$ cat src/rtl/mux_nx1_pipe_pkg.sv
// Shared definitions for the N:1 operand select pipeline: word width defaults,
// the out-of-range fill word and the skid-slice state encoding.
package mux_nx1_pipe_pkg;

   localparam int WORD_W = 16;
   localparam logic [WORD_W-1:0] BAD_VAL_DEF = '0;

   typedef enum logic [1:0] {
      SB_EMPTY = 2'd0,
      SB_ONE   = 2'd1,
      SB_FULL  = 2'd2
   } sb_state_t;

   // Select width for n inputs, never below one bit.
   function automatic int clog2_min1(input int n);
      int r;
      r = 1;
      for (int i = 1; i <= 30; i++) begin
         if ((1 << i) < n) r = i + 1;
      end
      return r;
   endfunction

endpackage

$ cat src/rtl/mux_nx1_pipe_skid.sv
// Two-entry valid/ready register slice (main + skid) with synchronous flush.
// in_ready is a register, so it never depends combinationally on out_ready.
//
// state    | meaning
// SB_EMPTY | nothing held, out_valid=0, in_ready=1
// SB_ONE   | main holds the head word, skid empty
// SB_FULL  | main and skid both hold words, in_ready=0
module mux_nx1_pipe_skid
   import mux_nx1_pipe_pkg::*;
#(
   parameter int WIDTH = WORD_W
)(
   input  logic             clk,
   input  logic             rst,
   input  logic             flush,
   input  logic [WIDTH-1:0] in_data,
   input  logic             in_valid,
   output logic             in_ready,
   output logic [WIDTH-1:0] out_data,
   output logic             out_valid,
   input  logic             out_ready
);

   sb_state_t        r_state;
   logic [WIDTH-1:0] r_main;
   logic [WIDTH-1:0] r_skid;
   logic             r_out_valid;
   logic             r_in_ready;
   logic             w_accept;
   logic             w_pop;

   assign w_accept  = in_valid & r_in_ready;
   assign w_pop     = r_out_valid & out_ready;
   assign in_ready  = r_in_ready;
   assign out_valid = r_out_valid;
   assign out_data  = r_main;

   always_ff @(posedge clk or posedge rst) begin
      if (rst) begin
         r_state     <= SB_EMPTY;
         r_main      <= '0;
         r_skid      <= '0;
         r_out_valid <= 1'b0;
         r_in_ready  <= 1'b1;
      end else if (flush) begin
         // Data registers keep stale contents; they are invisible while out_valid=0.
         r_state     <= SB_EMPTY;
         r_out_valid <= 1'b0;
         r_in_ready  <= 1'b1;
      end else begin
         case (r_state)
            SB_EMPTY: begin
               if (w_accept) begin
                  r_main      <= in_data;
                  r_out_valid <= 1'b1;
                  r_state     <= SB_ONE;
               end
            end
            SB_ONE: begin
               if (w_pop && w_accept) begin
                  r_main <= in_data;
               end else if (w_pop) begin
                  r_out_valid <= 1'b0;
                  r_state     <= SB_EMPTY;
               end else if (w_accept) begin
                  r_skid     <= in_data;
                  r_in_ready <= 1'b0;
                  r_state    <= SB_FULL;
               end
            end
            SB_FULL: begin
               if (w_pop) begin
                  r_main     <= r_skid;
                  r_in_ready <= 1'b1;
                  r_state    <= SB_ONE;
               end
            end
            default: begin
               r_out_valid <= 1'b0;
               r_in_ready  <= 1'b1;
               r_state     <= SB_EMPTY;
            end
         endcase
      end
   end

endmodule

$ cat src/rtl/mux_nx1_pipe.sv
// W-bit N:1 operand select feeding a two-entry skid slice, with a sticky flag
// for accepted out-of-range selects.
module mux_nx1_pipe
   import mux_nx1_pipe_pkg::*;
#(
   parameter int               WIDTH   = WORD_W,
   parameter int               NUM_IN  = 4,
   parameter logic [WIDTH-1:0] BAD_VAL = WIDTH'(BAD_VAL_DEF),
   localparam int              SEL_W   = clog2_min1(NUM_IN)
)(
   input  logic                    clk,
   input  logic                    rst,
   input  logic [NUM_IN*WIDTH-1:0] din,
   input  logic [SEL_W-1:0]        sel,
   input  logic                    in_valid,
   output logic                    in_ready,
   input  logic                    flush,
   output logic [WIDTH-1:0]        dout,
   output logic                    out_valid,
   input  logic                    out_ready,
   output logic                    sel_err,
   input  logic                    err_clr
);

   logic [WIDTH-1:0] w_word;
   logic             w_sel_bad;
   logic             w_accept;
   logic             r_sel_err;

   always_comb begin
      w_word = BAD_VAL;
      for (int k = 0; k < NUM_IN; k++) begin
         if (sel == SEL_W'(k)) w_word = din[k*WIDTH +: WIDTH];
      end
   end

   // A power-of-two input count covers every select code.
   generate
      if ((1 << SEL_W) == NUM_IN) begin : g_full_range
         assign w_sel_bad = 1'b0;
      end else begin : g_part_range
         assign w_sel_bad = (sel >= SEL_W'(NUM_IN));
      end
   endgenerate

   // A word offered during flush is discarded, so it cannot raise the flag.
   assign w_accept = in_valid & in_ready & ~flush;

   always_ff @(posedge clk or posedge rst) begin
      if (rst) begin
         r_sel_err <= 1'b0;
      end else if (w_accept && w_sel_bad) begin
         r_sel_err <= 1'b1;
      end else if (err_clr) begin
         r_sel_err <= 1'b0;
      end
   end

   assign sel_err = r_sel_err;

   mux_nx1_pipe_skid #(
      .WIDTH (WIDTH)
   ) u_skid (
      .clk       (clk),
      .rst       (rst),
      .flush     (flush),
      .in_data   (w_word),
      .in_valid  (in_valid),
      .in_ready  (in_ready),
      .out_data  (dout),
      .out_valid (out_valid),
      .out_ready (out_ready)
   );

endmodule

$ cat config.mk
export PLATFORM = sky130hd
export DESIGN_NAME = mux_nx1_pipe
export DESIGN_NICKNAME = d
export VERILOG_FILES = /design/src/rtl/mux_nx1_pipe_pkg.sv /design/src/rtl/mux_nx1_pipe_skid.sv /design/src/rtl/mux_nx1_pipe.sv
export SDC_FILE = /design/constraint.sdc
export NUM_CORES = 1
export LEC_CHECK = 0
export ABC_AREA = 1
export CORE_MARGIN = 2
export CORE_UTILIZATION = 43
export CTS_CLUSTER_DIAMETER = 50
export DETAILED_ROUTE_END_ITERATION = 6
export PLACE_DENSITY = 0.89
export REMOVE_ABC_BUFFERS = 1
export SLEW_MARGIN = 25
export SYNTH_ARGS = -nofsm -noshare
export SYNTH_HDL_FRONTEND = slang
export SYNTH_SLANG_ARGS = --single-unit
$ cat constraint.sdc
create_clock -name clk -period 1.5 [get_ports clk]
set_clock_uncertainty 0.1 [all_clocks]
set_input_delay 0.3 -clock clk [delete_from_list [all_inputs] [get_ports clk]]
set_output_delay 0.3 -clock clk [all_outputs]
set_load 0.05 [all_outputs]
# Word-level counts from Yosys, hierarchy flattened
# Index checks and enable logic that the tools add are counted.
dict set report word_totals {
  latch_bits 0
  output_inout_bits 19
  mem_bits_rw 0
  mem_count 0
  elab_cells 62
  input_bits 72
  rom_bits 0
  regBits 36
}
dict set report classes {
  n_addsub 0
  div_mod_pow 0
  reduce_logical 9
  multipliers 0
  n_bitwise 5
  eq_ne 17
  muxes 26
  shift 0
  n_lt_le_gt_ge 0
}
# operator n
set ops {}
lappend ops {{$mux 16} 7}
lappend ops {{$pmux 16 s3} 1}
lappend ops {{$reduce_and 5->1} 3}
lappend ops {{$mux 2} 6}
lappend ops {{$ne 3x2->1 const B} 4}
lappend ops {{$mux 1} 9}
lappend ops {{$reduce_and 4->1} 2}
lappend ops {{$eq 2x2->1 const B} 3}
lappend ops {{$ne 2x1->1 const B} 3}
lappend ops {{$ne 3x3->1 const B} 2}
lappend ops {{$pmux 1 s3} 2}
lappend ops {{$pmux 2 s3} 1}
lappend ops {{$eq 2x1->1 const B} 2}
lappend ops {{$logic_not 2->1} 2}
lappend ops {{$ne 2x2->1 const B} 2}
lappend ops {{$ne 4x2->1 const B} 1}
lappend ops {{$not 1->1} 3}
lappend ops {{$reduce_bool 3->1} 1}
lappend ops {{$and 1x1->1} 2}
lappend ops {{$logic_and 1x1->1} 1}

# Logic depth before layout (Yosys ltp)
# Gate-level depths: netlist of run 1.
dict set report logic_depth {
  word_depth 7
  ltp_mapped 8
  depth_no_buf 8
}

# Cells and area by module
# A second synthesis of run 1 with hierarchy kept.
dict set report hier_totals {
  cells_unflattened 314
  area_unflattened_um2 2290.9
}
# mod instances area_each_um2 cells_each seq_area_each_um2
set modules_own_cells {}
lappend modules_own_cells {mux_nx1_pipe_skid 1 1752.9 218 902.1}
lappend modules_own_cells {mux_nx1_pipe 1 538.0 96 0.0}

# Worst setup path after synthesis of run 1
# OpenSTA, ideal clock, no wires.
dict set report synth_path {
  path_kind {register to register}
  start {register u_skid.r_in_ready (netlist: u_skid.in_ready)}
  end {register u_skid.r_skid[13]}
  setup_time_ns 0.130
  setup_slack_ns -0.117
  period_less_slack_ns 1.617
  stages_incl_launch_ff 7
  t_arrival_ns 1.387
  required_ns 1.270
  path_buffers 1
  path_cell_list {dfstp_2 nand2_1 inv_1 nand4_1 buf_2 nand2_1 o21ai_0}
}
dict set report synth_between {
  elab_chain_len 4
}
# item line
set synth_rtl {}
lappend synth_rtl {{from (decl)} mux_nx1_pipe_skid.sv:28} ;# logic r_in_ready;
lappend synth_rtl {{from (signal assigned)} mux_nx1_pipe_skid.sv:44} ;# r_in_ready <= 1'b1;
lappend synth_rtl {{from (signal assigned)} mux_nx1_pipe_skid.sv:49} ;# r_in_ready <= 1'b1;
lappend synth_rtl {{from (signal assigned)} mux_nx1_pipe_skid.sv:67} ;# r_in_ready <= 1'b0;
lappend synth_rtl {{$and 1x1->1 (*)} mux_nx1_pipe_skid.sv:32} ;# assign w_accept = in_valid & r_in_ready;
lappend synth_rtl {{$logic_and 1x1->1} mux_nx1_pipe_skid.sv:60} ;# if (w_pop && w_accept) begin
lappend synth_rtl {{$not 1->1 (no line)} -}
lappend synth_rtl {{$reduce_and 5->1 (no line) (*)} -}
lappend synth_rtl {{to (signal assigned)} mux_nx1_pipe_skid.sv:66} ;# r_skid <= in_data;
lappend synth_rtl {{to (decl)} mux_nx1_pipe_skid.sv:26} ;# logic [WIDTH-1:0] r_skid;
# Every way passes the cells marked *; elsewhere a longest branch is shown, timed or not.
# A chain may end at the register's enable or synchronous reset.

# Worst setup path in the final report of run 1
dict set report layout_path {
  start {input flush}
  end {register u_skid.r_skid[9]}
}
dict set report layout_between {
  elab_chain_len 2
}
# item line
set layout_rtl {}
lappend layout_rtl {{from (decl)} mux_nx1_pipe.sv:17} ;# input logic flush,
lappend layout_rtl {{$not 1->1 (no line)} -}
lappend layout_rtl {{$reduce_and 5->1 (no line)} -}
# Every way passes these cells.

==> run_results.csv, run 1 <==
group,metric,value,unit
run_status,status,"finished with violations",
run_status,violations,"negative setup slack",
power_and_ir_drop,p_sw,2520,µW
floorplanning,placementRows,26,
yosys,postSynthAreaPerCell,6.80,µm²
routing,routed_wl,7210,µm
yosys,synthXorXnorAreaFrac,0,%
yosys,synth-async-reset-ratio,100,%
sta,setup_ws,-10.9,ps
floorplanning,start_util,43.7,%
yosys,synth_top_family_by_area,"simple AND/OR/NAND/NOR gates",
routing,drt_iter0_markers,193,
placement,dp_hpwl,4770,µm
placement,port_buffers,88,
floorplanning,core,5040,µm²
power_and_ir_drop,vdd_drop_max,987,µV
critical_path,crit_fanout,16,
placement,gp_congestion,0.843,
sta,hold_viol,0,
power_and_ir_drop,p_clk_share,12.3,%
finish,drive_gt1_share,19.2,%
floorplanning,dieWidth,75.6,µm
sta,fmax,662,MHz
cts,insertion_delay,290,ps
grt,grt_pass1_vias,2404,
routing,via_count,2615,
grt,track_usage,24.8,%
critical_path,crit_required,1570,ps
critical_path,rr_worst_depth,7,
floorplanning,ioPinCount,91,
yosys,ys_seq_area_share,40.9,%
cts,clk_pin_slew,70,ps
power_and_ir_drop,power_density,1620,nW/µm²
cts,cts_tree,"done",
grt,met2_usage,43.8,%
cts,numCtsBuffers,5,
grt,grtUsageMet1,30.4,%
routing,via_per_inst,5.26,
power_and_ir_drop,p_sw_share,42.9,%
yosys,synth_fa_ha_area_share,0,%
critical_path,worstSetupPathType,"in2reg",
grt,busiest_layer,"met2",
yosys,synth_flop_cell,"dfrtp_1",
power_and_ir_drop,leakage,0.00177,µW
power_and_ir_drop,internal_power,3350,µW
cts,root_buffer,"clkbuf_8",
yosys,synth_top_cells_by_count,"128 x nand2_1, 36 x nand3_1, 35 x dfrtp_1",
yosys,synth_compound_area_share,8.51,%
yosys,synthCells,324,
placement,placed_area,3420,µm²
sta,timing.final.crit_period,1510,ps
critical_path,crit_arrival,1580,ps
cts,hold_buffers,0,
yosys,ys_ff_latch,36,
power_and_ir_drop,power_frac_seq,32.4,%
sta,fin_crit_sh,101,%
run,cap_viol_max_count,0,
yosys,synth-simple-area-share,43.9,%
yosys,synth_most_common_cell,"nand2_1",
yosys,synthesis.area,2200,µm²
power_and_ir_drop,p_comb_share,55.3,%
floorplanning,die_area,5720,µm²
grt,grt_start_max_net_pins,37,
yosys,ys_top_cells_by_area,"dfrtp_1 40%, nand2_1 22%, nand3_1 8.2%",
cts,clock_path_buffers,2,
routing,ant_nets,0,
cts,cts.sinks,36,
yosys,synthMuxAreaShare,0,%
yosys,synth_top_area_cell,"dfrtp_1",
yosys,synth_edf_count,0,
grt,antenna_found_initial,0,
finish,diodes,0,
critical_path,end_kind,"register",
floorplanning,fp.dieH,75.6,µm
yosys,yosysWarnings,0,
routing,post_drt_wl_per_cell,14.5,µm
finish,final_area,3630,µm²
sta,rsz0062_at_grt,"yes",
sta,finalSetupViolCount,1,
sta,slew_viol_final,0,
min_path,min-delay-path-class,"in2async",
grt,overflow,0,
placement,pre_cts_slack,-516,ps
finish,syn_to_final_growth,64.9,%
routing,dr.pass1.iters,4,
grt,grt_pass1_wl,10800,µm
cts,cts_max_level,2,
critical_path,worstSetupStartpointType,"input port",
yosys,netlist.area_leader.share,39.7,%
critical_path,ff2ff_setup_slack,10,ps
yosys,synth_cell_types,21,
routing,drc,0,
finish,nets,498,
grt,grtUsageMet3,5.29,%
==> per-stage QoR <==
stage                     hold WS [ps]  TNS (ps)  utilization (%)  instances  total power (µW)
after global routing               313     -1300             72.1        497              6180
final                              260     -10.9             72.1        497              5870
after CTS                          264         0             70.0        491              5710
after floorplan                    359    -18630                -        305              3320
after global placement             373    -13340             67.8        482              4870
after detailed placement           381    -15060             67.8        482              4970
==> power groups by stage <==
stage / Clock (µW) / Combinational [µW] / Sequential [µW]
after floorplan: 0 / 834 / 2480
after global placement: 0 / 3020 / 1850
after detailed placement: 0 / 3090 / 1880
after CTS: 728 / 3110 / 1870
after global routing: 751 / 3480 / 1950
final: 725 / 3250 / 1900
==> worst max-delay path: stages <==
cell and delay [ps]:
clkdlybuf4s50_1 490, nor2_2 180, nand4_1 110, buf_4 180, clkbuf_16 180, nand2_1 70, o21ai_1 70
==> path summary, 6_finish.rpt <==
check,startpoint,endpoint
min reg2reg,u_skid.r_skid[10],u_skid.r_skid[10]
min in group clk,u_skid.r_skid[10],u_skid.r_skid[10]
max reg2reg,u_skid.in_ready,u_skid.r_skid[9]
max,flush,u_skid.r_skid[9]
max in group asynchronous,rst,u_skid.in_ready
min,rst,u_skid.r_skid[6]
==> sequential cells by signal, summed over array words and instances, names as in the netlist <==
signal,count
u_skid.in_ready,1
u_skid.out_data,16
u_skid.out_valid,1
u_skid.r_skid,16
u_skid.r_state,2
==> cell type report <==
class,count,area (µm²)
fill,371,1410
inverter,8,33.8
timing repair inverter,1,7.51
sequential,36,903
clock buffer,8,90.1
timing repair buffer,113,1330
tap,70,87.6
multi-input combinational,261,1190
==> timing repair <==
item,4_1_cts,5_1_grt
pin swaps,0,1
gates cloned,1,5
endpoints found under the setup margin,32,31
buffers inserted,0,1
resized for setup,6,13
==> per-layer routing <==
layer | wire, µm | vias up
met2 | 3640 | 129
met1 | 2820 | 1224
met4 | 223 | 0
met5 | 0 | -
li1 | - | 1234
met3 | 531 | 28
==> cells by family after synthesis <==
kind of cell | Yosys count
DFF | 36
and+or+nand+nor | 223
buffers and inverters | 27
AOI/OAI and AO/OA | 37
other | 1
==> layout by cell type, fill, tap and decap left out, types with 2 or more instances in the layout <==
cell type and count:
inv_1 5, nor2_2 16, dlygate4sd2_1 2, nand3_1 35, buf_12 21, clkinvlp_4 2
or2_0 10, o21ai_0 20, inv_2 2, clkbuf_16 2, dfrtp_1 34, clkbuf_8 6
nor2_1 24, buf_4 15, nand2_1 126, clkbuf_1 2, clkdlybuf4s50_1 68, or2_2 6
o21ai_1 14, buf_2 2, nand2_2 2, buf_6 3
Note: power is estimated with default switching activity, not from simulation.
==> inputs of run 2 (changes only) <==
--- a/config.mk
+++ b/config.mk
@@ -6,12 +6,14 @@
 export NUM_CORES = 1
 export LEC_CHECK = 0
 export ABC_AREA = 1
+export CAP_MARGIN = 10
 export CORE_MARGIN = 2
 export CORE_UTILIZATION = 43
 export CTS_CLUSTER_DIAMETER = 50
 export DETAILED_ROUTE_END_ITERATION = 6
 export PLACE_DENSITY = 0.89
 export REMOVE_ABC_BUFFERS = 1
+export SKIP_LAST_GASP = 1
 export SLEW_MARGIN = 25
 export SYNTH_ARGS = -nofsm -noshare
 export SYNTH_HDL_FRONTEND = slang
==> results of run 2 <==
No change in the layout: final DEF, timing and power equal those of run 1.
